<file path="config.mk">
export PLATFORM = sky130hd
export DESIGN_NAME = persiana_motor_driver
export DESIGN_NICKNAME = d
export VERILOG_FILES = /design/src/rtl/persiana_pkg.sv /design/src/rtl/persiana_timer.sv /design/src/rtl/persiana_motor_driver.sv
export SDC_FILE = /design/constraint.sdc
export NUM_CORES = 1
export LEC_CHECK = 0
export BUFFER_PORTS_ARGS = -buffer_cell sky130_fd_sc_hd__buf_2
export CORE_UTILIZATION = 43
export DETAILED_ROUTE_END_ITERATION = 7
export PLACE_DENSITY_LB_ADDON = 0.25
export SLEW_MARGIN = 40
export SYNTH_ARGS = -nofsm -noshare
export SYNTH_HDL_FRONTEND = slang
export SYNTH_SLANG_ARGS = --single-unit
</file>
<file path="constraint.sdc">
create_clock -name Reloj -period 2.2 [get_ports Reloj]
set_input_delay 0.44 -clock Reloj [delete_from_list [all_inputs] [get_ports Reloj]]
set_output_delay 0.44 -clock Reloj [all_outputs]
set_load 0.01 [all_outputs]
</file>
<file path="src/rtl/persiana_pkg.sv">
`default_nettype none
// ============================================================================
// persiana_pkg : shared state, fault and direction encodings for the blind
//                motor driver.
// Rev 1.0
// ============================================================================
package persiana_pkg;

  typedef enum logic [2:0] {
    ST_IDLE  = 3'd0,
    ST_ARM   = 3'd1,
    ST_RUN   = 3'd2,
    ST_COAST = 3'd3,
    ST_FAULT = 3'd4
  } state_e;

  localparam logic [1:0] FLT_NONE    = 2'b00;
  localparam logic [1:0] FLT_TIMEOUT = 2'b01;
  localparam logic [1:0] FLT_LIMIT   = 2'b10;

  localparam logic DIR_UP = 1'b1;
  localparam logic DIR_DN = 1'b0;

endpackage
`default_nettype wire

</file>
<file path="src/rtl/persiana_timer.sv">
`default_nettype none
// ============================================================================
// persiana_timer : saturating CW-bit counter with clear, enable and a
//                  terminal-count compare against a selectable limit.
// Rev 1.0
// ============================================================================
module persiana_timer #(
  parameter int CW = 16
) (
  input  logic          clk_i,
  input  logic          rst_i,
  input  logic          clr_i,
  input  logic          en_i,
  input  logic [CW-1:0] limit_i,
  output logic [CW-1:0] cnt_o,
  output logic          tc_o
);

  logic [CW-1:0] cnt_q;

  always_ff @(posedge clk_i or posedge rst_i) begin
    if (rst_i) begin
      cnt_q <= '0;
    end else if (clr_i) begin
      cnt_q <= '0;
    end else if (en_i && (cnt_q != {CW{1'b1}})) begin
      cnt_q <= cnt_q + 1'b1;
    end
  end

  assign cnt_o = cnt_q;
  assign tc_o  = en_i && (cnt_q == limit_i);

endmodule
`default_nettype wire

</file>
<file path="src/rtl/persiana_motor_driver.sv">
`default_nettype none
// ============================================================================
// persiana_motor_driver : dead-time, coast, limit interlock and run watchdog
//                         between the position FSM and the motor power stage.
// Rev 1.0
// ============================================================================
module persiana_motor_driver
  import persiana_pkg::*;
#(
  parameter int DEAD_CYCLES = 4,
  parameter int MAX_RUN     = 1000,
  parameter int CW          = 16
) (
  input  logic       Reloj,
  input  logic       reset,
  input  logic       subir,
  input  logic       bajar,
  input  logic       Ssup,
  input  logic       Sinf,
  input  logic       clr_fault,
  output logic       motor_en,
  output logic       motor_dir,
  output logic       en_marcha,
  output logic       fault,
  output logic [1:0] fault_code
);

  localparam logic [CW-1:0] C_DEAD_LAST = CW'(DEAD_CYCLES - 1);
  localparam logic [CW-1:0] C_RUN_LAST  = CW'(MAX_RUN - 1);

  state_e      state_q, state_d;
  logic        motor_en_q, motor_dir_q, motor_dir_d;
  logic        en_marcha_q, fault_q;
  logic [1:0]  fault_code_q, fault_code_d;

  logic        w_up_req, w_dn_req, w_conflict, w_tgt_lost;
  logic        w_tmr_clr, w_tmr_en, w_tc;
  logic [CW-1:0] w_limit, w_cnt;

  assign w_up_req   = subir & ~bajar;
  assign w_dn_req   = bajar & ~subir;
  assign w_conflict = Ssup & Sinf;
  // Request gone, reversed, or the switch we are heading for has closed.
  assign w_tgt_lost = motor_dir_q ? (~w_up_req | Ssup) : (~w_dn_req | Sinf);

  always_comb begin
    state_d      = state_q;
    motor_dir_d  = motor_dir_q;
    fault_code_d = fault_code_q;
    case (state_q)
      ST_IDLE: begin
        if (w_up_req && !Ssup) begin
          state_d     = ST_ARM;
          motor_dir_d = DIR_UP;
        end else if (w_dn_req && !Sinf) begin
          state_d     = ST_ARM;
          motor_dir_d = DIR_DN;
        end
      end
      ST_ARM: begin
        if (w_tgt_lost)  state_d = ST_IDLE;
        else if (w_tc)   state_d = ST_RUN;
      end
      ST_RUN: begin
        if (w_tgt_lost) begin
          state_d = ST_COAST;
        end else if (w_tc) begin
          state_d      = ST_FAULT;
          fault_code_d = FLT_TIMEOUT;
        end
      end
      ST_COAST: begin
        if (w_tc) state_d = ST_IDLE;
      end
      ST_FAULT: begin
        if (clr_fault && !w_up_req && !w_dn_req && !w_conflict) begin
          state_d      = ST_IDLE;
          fault_code_d = FLT_NONE;
        end
      end
      default: state_d = ST_IDLE;
    endcase
    if (w_conflict && (state_q != ST_FAULT)) begin
      state_d      = ST_FAULT;
      fault_code_d = FLT_LIMIT;
    end
  end

  assign w_tmr_clr = (state_d != state_q);
  assign w_tmr_en  = (state_q == ST_ARM) || (state_q == ST_RUN) || (state_q == ST_COAST);
  assign w_limit   = (state_q == ST_RUN) ? C_RUN_LAST : C_DEAD_LAST;

  persiana_timer #(
    .CW (CW)
  ) u_timer (
    .clk_i   (Reloj),
    .rst_i   (reset),
    .clr_i   (w_tmr_clr),
    .en_i    (w_tmr_en),
    .limit_i (w_limit),
    .cnt_o   (w_cnt),
    .tc_o    (w_tc)
  );

  // Outputs are registered from the next state so they change with it.
  always_ff @(posedge Reloj or posedge reset) begin
    if (reset) begin
      state_q      <= ST_IDLE;
      motor_en_q   <= 1'b0;
      motor_dir_q  <= DIR_DN;
      en_marcha_q  <= 1'b0;
      fault_q      <= 1'b0;
      fault_code_q <= FLT_NONE;
    end else begin
      state_q      <= state_d;
      motor_en_q   <= (state_d == ST_RUN);
      motor_dir_q  <= motor_dir_d;
      en_marcha_q  <= (state_d == ST_ARM) || (state_d == ST_RUN) || (state_d == ST_COAST);
      fault_q      <= (state_d == ST_FAULT);
      fault_code_q <= fault_code_d;
    end
  end

  assign motor_en   = motor_en_q;
  assign motor_dir  = motor_dir_q;
  assign en_marcha  = en_marcha_q;
  assign fault      = fault_q;
  assign fault_code = fault_code_q;

endmodule
`default_nettype wire

</file>
Word level (Yosys, flattened, before mapping)
Cells that the tools add are included.

Input port bits: 7. Word-level logic and storage cells: 76. Bits in registers: 25. Output and inout port bits: 6.

Add/sub/neg operators: 1. Bitwise gates (word level): 9. Eq/ne operators: 15. Multiplexer cells: 21. Reduce and logical (&&, ||, !) cells: 23.

Operators by type and width (count): 16-bit two-way mux (2); 3-bit two-way mux (9); 16-bit by 1-bit adder with 16-bit output, second input constant (1); 16-bit by 10-bit equality test with 1-bit output (1); 16-bit inequality test, second input constant (1); 3-bit one-hot mux with 5 select lines (1); 3-bit by 2-bit equality test with 1-bit output, second input constant (4); 10-bit two-way mux (1); 3-bit inequality test, second input constant (3); 1-bit logical AND (8); 2-bit two-way mux (4); 3-bit by 1-bit equality test with 1-bit output, second input constant (2); 3-bit equality test, second input constant (2); 1-bit zero test (5); 1-bit logical OR (4); 1-bit NOT (4); 2-bit one-hot mux with 2 select lines (1); 4-bit AND reduction (1); 2-bit nonzero test (2); 1-bit bitwise AND (3); 3-bit zero test (1); 1-bit two-way mux (3); 3-bit by 2-bit inequality test with 1-bit output, second input constant (1); 3-bit inequality test (1); 3 further kinds (4).

Depth between registers and ports, before layout
Gate-level depths: netlist (run 1).

Depth in word-level cells: 12. Mapped depth: 8. Mapped depth without buffers: 6.

Modules after synthesis
A second synthesis (run 1) with hierarchy kept.

Cell total of the unflattened synthesis: 189. Area, all modules: 1735.4 um2.

Modules (own cells, without submodules): persiana_timer (cells each 119, sequential area each 400.4 um2, times used 1, area each 1114.8 um2); persiana_motor_driver (cells each 70, sequential area each 225.2 um2, times used 1, area each 620.6 um2).

Worst setup path after synthesis (run 1)
Ideal clock, no wire load.

Path kind: input to register. Start: in bajar. End: reg u_timer.cnt_q[15], in the netlist u_timer.cnt_o[15]. Setup time: 0.080 ns. Data required time: 2.120 ns. Path slack: 0.238 ns. Cell stages on the path: 6. Buffers on the path: 1. Arrival: 1.881 ns. Cell sequence: or4bb_1 > and2_4 > a221oi_2 > o21ai_2 > buf_6 > nor3_2.

Longest elaborated chain between the ends: 11. Elaborated cells on any way between the ends: 25. Classes of those cells: 1 x eq/ne; 9 x mux; 7 x bitwise; 8 x reduce/logical.

RTL lines: from (decl) (line persiana_motor_driver.sv:17) `input logic bajar,`; 1-bit NOT (line persiana_motor_driver.sv:40) `assign w_up_req = subir & ~bajar;`; 1-bit bitwise AND (line persiana_motor_driver.sv:40); 1-bit zero test (line persiana_motor_driver.sv:76) `if (clr_fault && !w_up_req && !w_dn_req && !w_conflict) begin`; 1-bit logical AND (3 in series) (line persiana_motor_driver.sv:76); 3-bit two-way mux (line persiana_motor_driver.sv:76); 3-bit one-hot mux with 5 select lines (*) (line persiana_motor_driver.sv:50) `case (state_q)`; 3-bit two-way mux (*) (line persiana_motor_driver.sv:83) `if (w_conflict && (state_q != ST_FAULT)) begin`; 3-bit inequality test (*) (line persiana_motor_driver.sv:89) `assign w_tmr_clr = (state_d != state_q);`; 16-bit two-way mux / 2-bit nonzero test (equally long branches); to (signal assigned) (line persiana_timer.sv:27) `cnt_q <= cnt_q + 1'b1;`; to (decl) (line persiana_timer.sv:19) `logic [CW-1:0] cnt_q;`.

Every way passes the cells marked *; elsewhere a longest branch is shown, timed or not. A chain may end at the register's enable or synchronous reset.

Worst setup path in the final report (run 1)
Start: reg u_timer.cnt_q[6], in the netlist u_timer.cnt_o[6]. End: reg motor_en_q, in the netlist motor_en.

Longest elaborated chain between the ends: 7. Elaborated cells on any way between the ends: 10. Classes of those cells: 2 x eq/ne; 7 x mux; 1 x reduce/logical.

RTL lines: 16-bit by 10-bit equality test with 1-bit output (*) (line persiana_timer.sv:32) `assign tc_o = en_i && (cnt_q == limit_i);`; 1-bit logical AND (*) (line persiana_timer.sv:32); 3-bit two-way mux (on tied branches) (line persiana_motor_driver.sv:67, persiana_motor_driver.sv:62); 3-bit two-way mux (on tied branches) (line persiana_motor_driver.sv:65, persiana_motor_driver.sv:61); 3-bit one-hot mux with 5 select lines (*) (line persiana_motor_driver.sv:50); 3-bit two-way mux (*) (line persiana_motor_driver.sv:83); 3-bit by 2-bit equality test with 1-bit output (*) (line persiana_motor_driver.sv:116) `motor_en_q <= (state_d == ST_RUN);`; to (signal assigned) (line persiana_motor_driver.sv:116); to (decl) (line persiana_motor_driver.sv:32) `logic motor_en_q, motor_dir_q, motor_dir_d;`.

Marked as above.

==> results of run 1 <==
==> worst min-delay path, delay by kind of cell <==
family | cells | cell delay, ns
buffers and inverters | 3 | 0.44
==> final cells by class <==
class	count	area (µm²)	area share
Clock buffer	4	45.0	0.0239
Inverter	6	22.5	0.0119
Multi-Input combinational cell	131	935	0.496
Sequential cell	25	626	0.332
Tap cell	46	57.6	0.0305
Timing Repair Buffer	29	200	0.106
==> routing by layer <==
metal  vias up  track usage
li1        689            -
met1       698        0.250
met2        44        0.350
met3         4       0.0308
met4         0       0.0568
met5         -            0
==> placed cells by master (no fill, tap or decap), drive strengths merged, types with 2 or more instances in the layout <==
cell,n
buf,29
dfrtp,25
nor3,24
xnor2,15
nand2,11
nor2,10
nand3,10
inv,6
nor4,6
nor3b,6
nor4b,4
a21oi,4
nand4,4
and4,4
clkbuf,4
o21ai,4
o2111ai,3
o21ba,2
and3,2
a2111o,2
and2,2
==> path summary, 6_finish.rpt <==
check	from	slack [ns]	to	cells after the start
min in group Reloj	subir	0.49	motor_dir	3
hold reg to reg	fault_code[1]	0.52	fault_code[1]	2
setup / recovery	u_timer.cnt_o[6]	0.07	motor_en	5
hold / removal	reset	0.21	fault	3
setup reg to reg	u_timer.cnt_o[6]	0.07	motor_en	5
max in group asynchronous	reset	1.75	u_timer.cnt_o[12]	3
==> through the flow <==
stage          instances  cell area, µm²
5_1_grt              241            1890
3_3_place_gp         237            1830
6_report             241            1890
2_1_floorplan        170            1630
4_1_cts              241            1880
3_5_place_dp         237            1830
==> registers in the layout, indices dropped and copies added, names as in the netlist <==
name           flops
motor_en           1
en_marcha          1
fault              1
motor_dir          1
u_timer.cnt_o     16
state_q            3
fault_code         2
==> cells by family after synthesis <==
| family | Yosys count | share of synthesized area |
|---|---|---|
| flops | 25 | 0.384 |
| simple gates | 88 | 0.338 |
| fa+ha+maj | 1 | 0.00768 |
| compound gates | 25 | 0.132 |
| xor+xnor | 16 | 0.0860 |
| mux | 1 | 0.00614 |
| buf+inv | 14 | 0.0461 |
==> power by group through the flow <==
| stage | clock network (µW) | logic [µW] | registers (µW) |
|---|---|---|---|
| finish | 268 | 219 | 494 |
| global route | 300 | 243 | 497 |
| CTS | 276 | 219 | 494 |
| detailed placement | 0 | 218 | 503 |
| global placement | 0 | 213 | 501 |
| floorplan | 0 | 142 | 503 |
==> results.ini, run 1 <==
[sta]
hold_viol = 0
fin_crit_sh = 0.970
layout_setup_ws_ns = 0.0657
fmax_mhz = 469
drv_slew = 0
finalSetupViolCount = 0
worst_slew_pin_slew_ns = 0.512
skew_ns = 0.00225
layout_min_cycle_time_ns = 2.13
rsz0062_at_grt = no
setup_tns_ns = 0
worst_hold_slack_ns = 0.210
max-slew-margin-rel = 0.656

[logic_synthesis]
ys_ff_latch = 25
syn_area_um2 = 1630
synth_common_cells = dfrtp_1, xnor2_1, nor3_1, nand2_1
synthArstFlopShare = 1.00
synth.top_cells.by_area = dfrtp_1, xnor2_1, nor3_2
synth_cell_type_count = 46
synthesis.nets = 178
yosysTopAreaCell = dfrtp_1
netlist.area_leader.share = 0.384
synth.most_common_cell = dfrtp_1
avgSynthCellArea_um2 = 9.58
yosysWarnings = 0
synthCells = 170
seq_area_frac_synth = 0.384
synth-main-ff-cell = dfrtp_1
synth_edf_count = 0

[finish]
synthToLayoutAreaGrowth_pct = 15.7
nets = 204
n_fill_cell = 323
fin_util = 0.544
drive_gt1_frac = 0.277
num_antenna_cells = 0

[routing]
routed-wl-met3_um = 143
num_vias = 1435
first_iter_violations = 81
drt-met1-wl_um = 1650
routedWlPerCell_um = 15.0
viasPerCell = 5.95
drc = 0
drt_wl_total_um = 3610
firstDrtPassIters = 4
ant_nets = 0
highest_layer = met4
dr_wl_met2_um = 1790

[cts]
cts-root-buf = clkbuf_8
ctsHoldBuffers = 0
cts_buffers = 3
tritoncts = built
cts_max_path_buffers = 2
clkLatencyLatePin_ns = 0.26
postCtsResizedCells = 0
htree_levels = 1
clkTransAtPathRegs_ns = 0.08
post_cts_buffers = 0
clock-sinks = 25

[status]
status = finished clean

[pwr]
switching_share = 0.291
leakage_uw = 0.000773
p_clk_frac = 0.273
irDropWorstVdd_v = 0.000277
p_int_uw = 695
p_switching_uw = 285
powerDensity_nw_per_um2 = 520
power_uw = 980
p_comb_frac = 0.223
pwr-share-seq = 0.504

[placement]
gp_congestion = 0.899
dpl.hpwl_um = 2710
dp_slack_ns = 0.0374
port_buffers = 12

[grt]
antenna_found_initial = 0
grt_overflow = 0
track_usage = 0.199
grt_pass1_vias = 1401
grt_max_degree = 26
grt_pass1_wl_um = 6420

[floorplan]
core_um2 = 3470
rows = 21
die_h_um = 63.6
die_w_um = 63.6
die-area_um2 = 4040
ios = 13
initial_core_util = 0.470

[setup_path]
cp-start-kind = flop
crit_chain = or4_1 > nor4_1 > o221ai_1 > a32oi_1 > o21ba_2
crit_fanout = 5
max_stage_delay_ns = 0.60
cp.buffers_inverters = 0
critPathRequiredTime_ns = 2.36
crit_family = simple AND/OR/NAND/NOR gates
arrival_ns = 2.30
setup.worst_path.class = flop to flop
cp-end-kind = flop
cp_slowest_cell = or4_1

[worst_hold_path]
hp-class = input pin to asynchronous set/reset pin

[flow_run]
drv_cap = 0

No activity file was read; power rests on OpenSTA's default activity.
==> run 2, diff against run 1 <==
- CORE_UTILIZATION: 43 -> 55
==> run 2 against run 1 <==
Effect of this change:
- non-clock buffer count fell by 1
- largest power group unchanged
- clock power fell by 28%
- register-to-register slack improved by 0.05 ns
- clock-buffer cell count did not move
- highest routed layer unchanged
- clock skew rose by 0.0066 ns
- sequential share of layout area rose by 0.79 points
- largest cell class unchanged
- wire length fell by 4.9%
==> results.ini, run 2 (synthesized netlist as in run 1, its figures left out) <==
[routing]
first_iter_violations = 82
drc = 0
firstDrtPassIters = 4
ant_nets = 0
routedWlPerCell_um = 15.3
viasPerCell = 6.25
num_vias = 1406
drt_wl_total_um = 3440

[floorplan]
rows = 19
core_um2 = 2780
die-area_um2 = 3180
die_w_um = 56.4
initial_core_util = 0.586
ios = 13
die_h_um = 56.4

[finish]
synthToLayoutAreaGrowth_pct = 13.1
final_area_um2 = 1840
nets = 203
layout_commonest_cell = dfrtp_1
largest_reg_flops = 16
final_cell_mix = dfrtp_1, xnor2_1, buf_4
num_antenna_cells = 0
drive_gt1_frac = 0.273

[setup_path]
setup.worst_path.class = flop to flop
crit_fanout = 8
arrival_ns = 2.30
cp-end-kind = flop
rr_worst_depth = 7
cp-start-kind = flop
worstReg2RegStart = u_timer.cnt_o[6]
reg2reg_to = u_timer.cnt_o[10]
critPathRequiredTime_ns = 2.41
reg2reg_slack_ns = 0.12

[grt]
met2_usage = 0.382
antenna_found_initial = 0
grt_max_degree = 26
grt_pass1_wl_um = 5950
grt_pass1_vias = 1329
grt_overflow = 0
grt_util_met3 = 0.0507
track_usage = 0.235
top_usage_layer = met2
grt_use_met1 = 0.322

[placement]
dpl.hpwl_um = 2550
gp_congestion = 0.947
place_area_um2 = 1810
port_buffers = 12

[sta]
finalSetupViolCount = 0
hold_viol = 0
drv_slew = 0
worst_slew_pin_slew_ns = 0.478
fin_crit_sh = 0.947
fmax_mhz = 480
layout_min_cycle_time_ns = 2.08
skew_ns = 0.00890
setup_tns_ns = 0
max-slew-margin-rel = 0.679

[cts]
htree_levels = 1
clkLatencyLatePin_ns = 0.31
cts-root-buf = clkbuf_4
cts_buffers = 3
clock-sinks = 25
tritoncts = built
cts_max_path_buffers = 2
clkTransAtPathRegs_ns = 0.13

[pwr]
p_switching_uw = 269
pwr-share-seq = 0.543
p_clk_frac = 0.213
p_int_uw = 641
leakage_uw = 0.000765
powerDensity_nw_per_um2 = 494
irDropWorstVdd_v = 0.000427
switching_share = 0.295
p_comb_frac = 0.244

[worst_hold_path]
hp-class = input pin to asynchronous set/reset pin

[status]
status = finished clean

[flow_run]
drv_cap = 0

## run 2: cell types whose count changed in the layout (fill, tap and decap cells not counted), sizes merged
cell  delta
buf      -1
## run 2: repair_timing
action	CTS	global route
endpoints found under the hold margin	0	0
hold buffers	0	0
setup endpoints to repair	0	18
buffers inserted	0	0
gates resized for setup	0	2
## run 2: worst max-delay path, stage by stage, from the launching register on
cell,delay (ns)
dfrtp_1,0.45
or4_1,0.62
nor4_2,0.24
buf_4,0.17
o2111ai_1,0.13
o21ai_2,0.11
buf_4,0.21
nor3_2,0.06
## run 2: routing by layer
metal  vias to the layer above  routed length, µm
met1                       687               1570
li1                        687                  -
met5                         -                  0
met4                         0                 13
met2                        30               1730
met3                         2                131
## run 2: power groups by stage
stage | Sequential, µW | Combinational (µW) | Clock [µW]
after global routing | 497 | 243 | 225
after global placement | 502 | 214 | 0
after detailed placement | 502 | 221 | 0
after floorplan | 503 | 142 | 0
final | 494 | 222 | 194
after CTS | 494 | 221 | 207
## run 2: how the worst max path moves through the flow
stage	to	start	depth (start not counted)
floorplan	u_timer.cnt_o[15]	bajar	6
global placement	u_timer.cnt_o[0]	subir	7
detailed placement	u_timer.cnt_o[2]	subir	7
CTS	u_timer.cnt_o[10]	u_timer.cnt_o[6]	7
global route	en_marcha	u_timer.cnt_o[6]	5
finish	u_timer.cnt_o[10]	u_timer.cnt_o[6]	7
## run 2: through the flow
stage	instances	setup WS [ns]	hold slack [ns]	power [µW]	util
2_1_floorplan	170	0.238	0.467	645	-
3_3_place_gp	221	0.0974	0.502	716	0.650
3_5_place_dp	221	0.0744	0.505	723	0.650
4_1_cts	225	0.103	0.151	923	0.659
5_1_grt	225	-0.0164	0.166	965	0.662
6_report	225	0.116	0.147	909	0.662
## run 2: area by class of cell
class	instances	area [µm²]
Clock buffer	4	26.3
Timing Repair Buffer	28	193
Fill cell	204	940
Multi-Input combinational cell	131	936
Sequential cell	25	626
Tap cell	31	38.8
Inverter	6	22.5
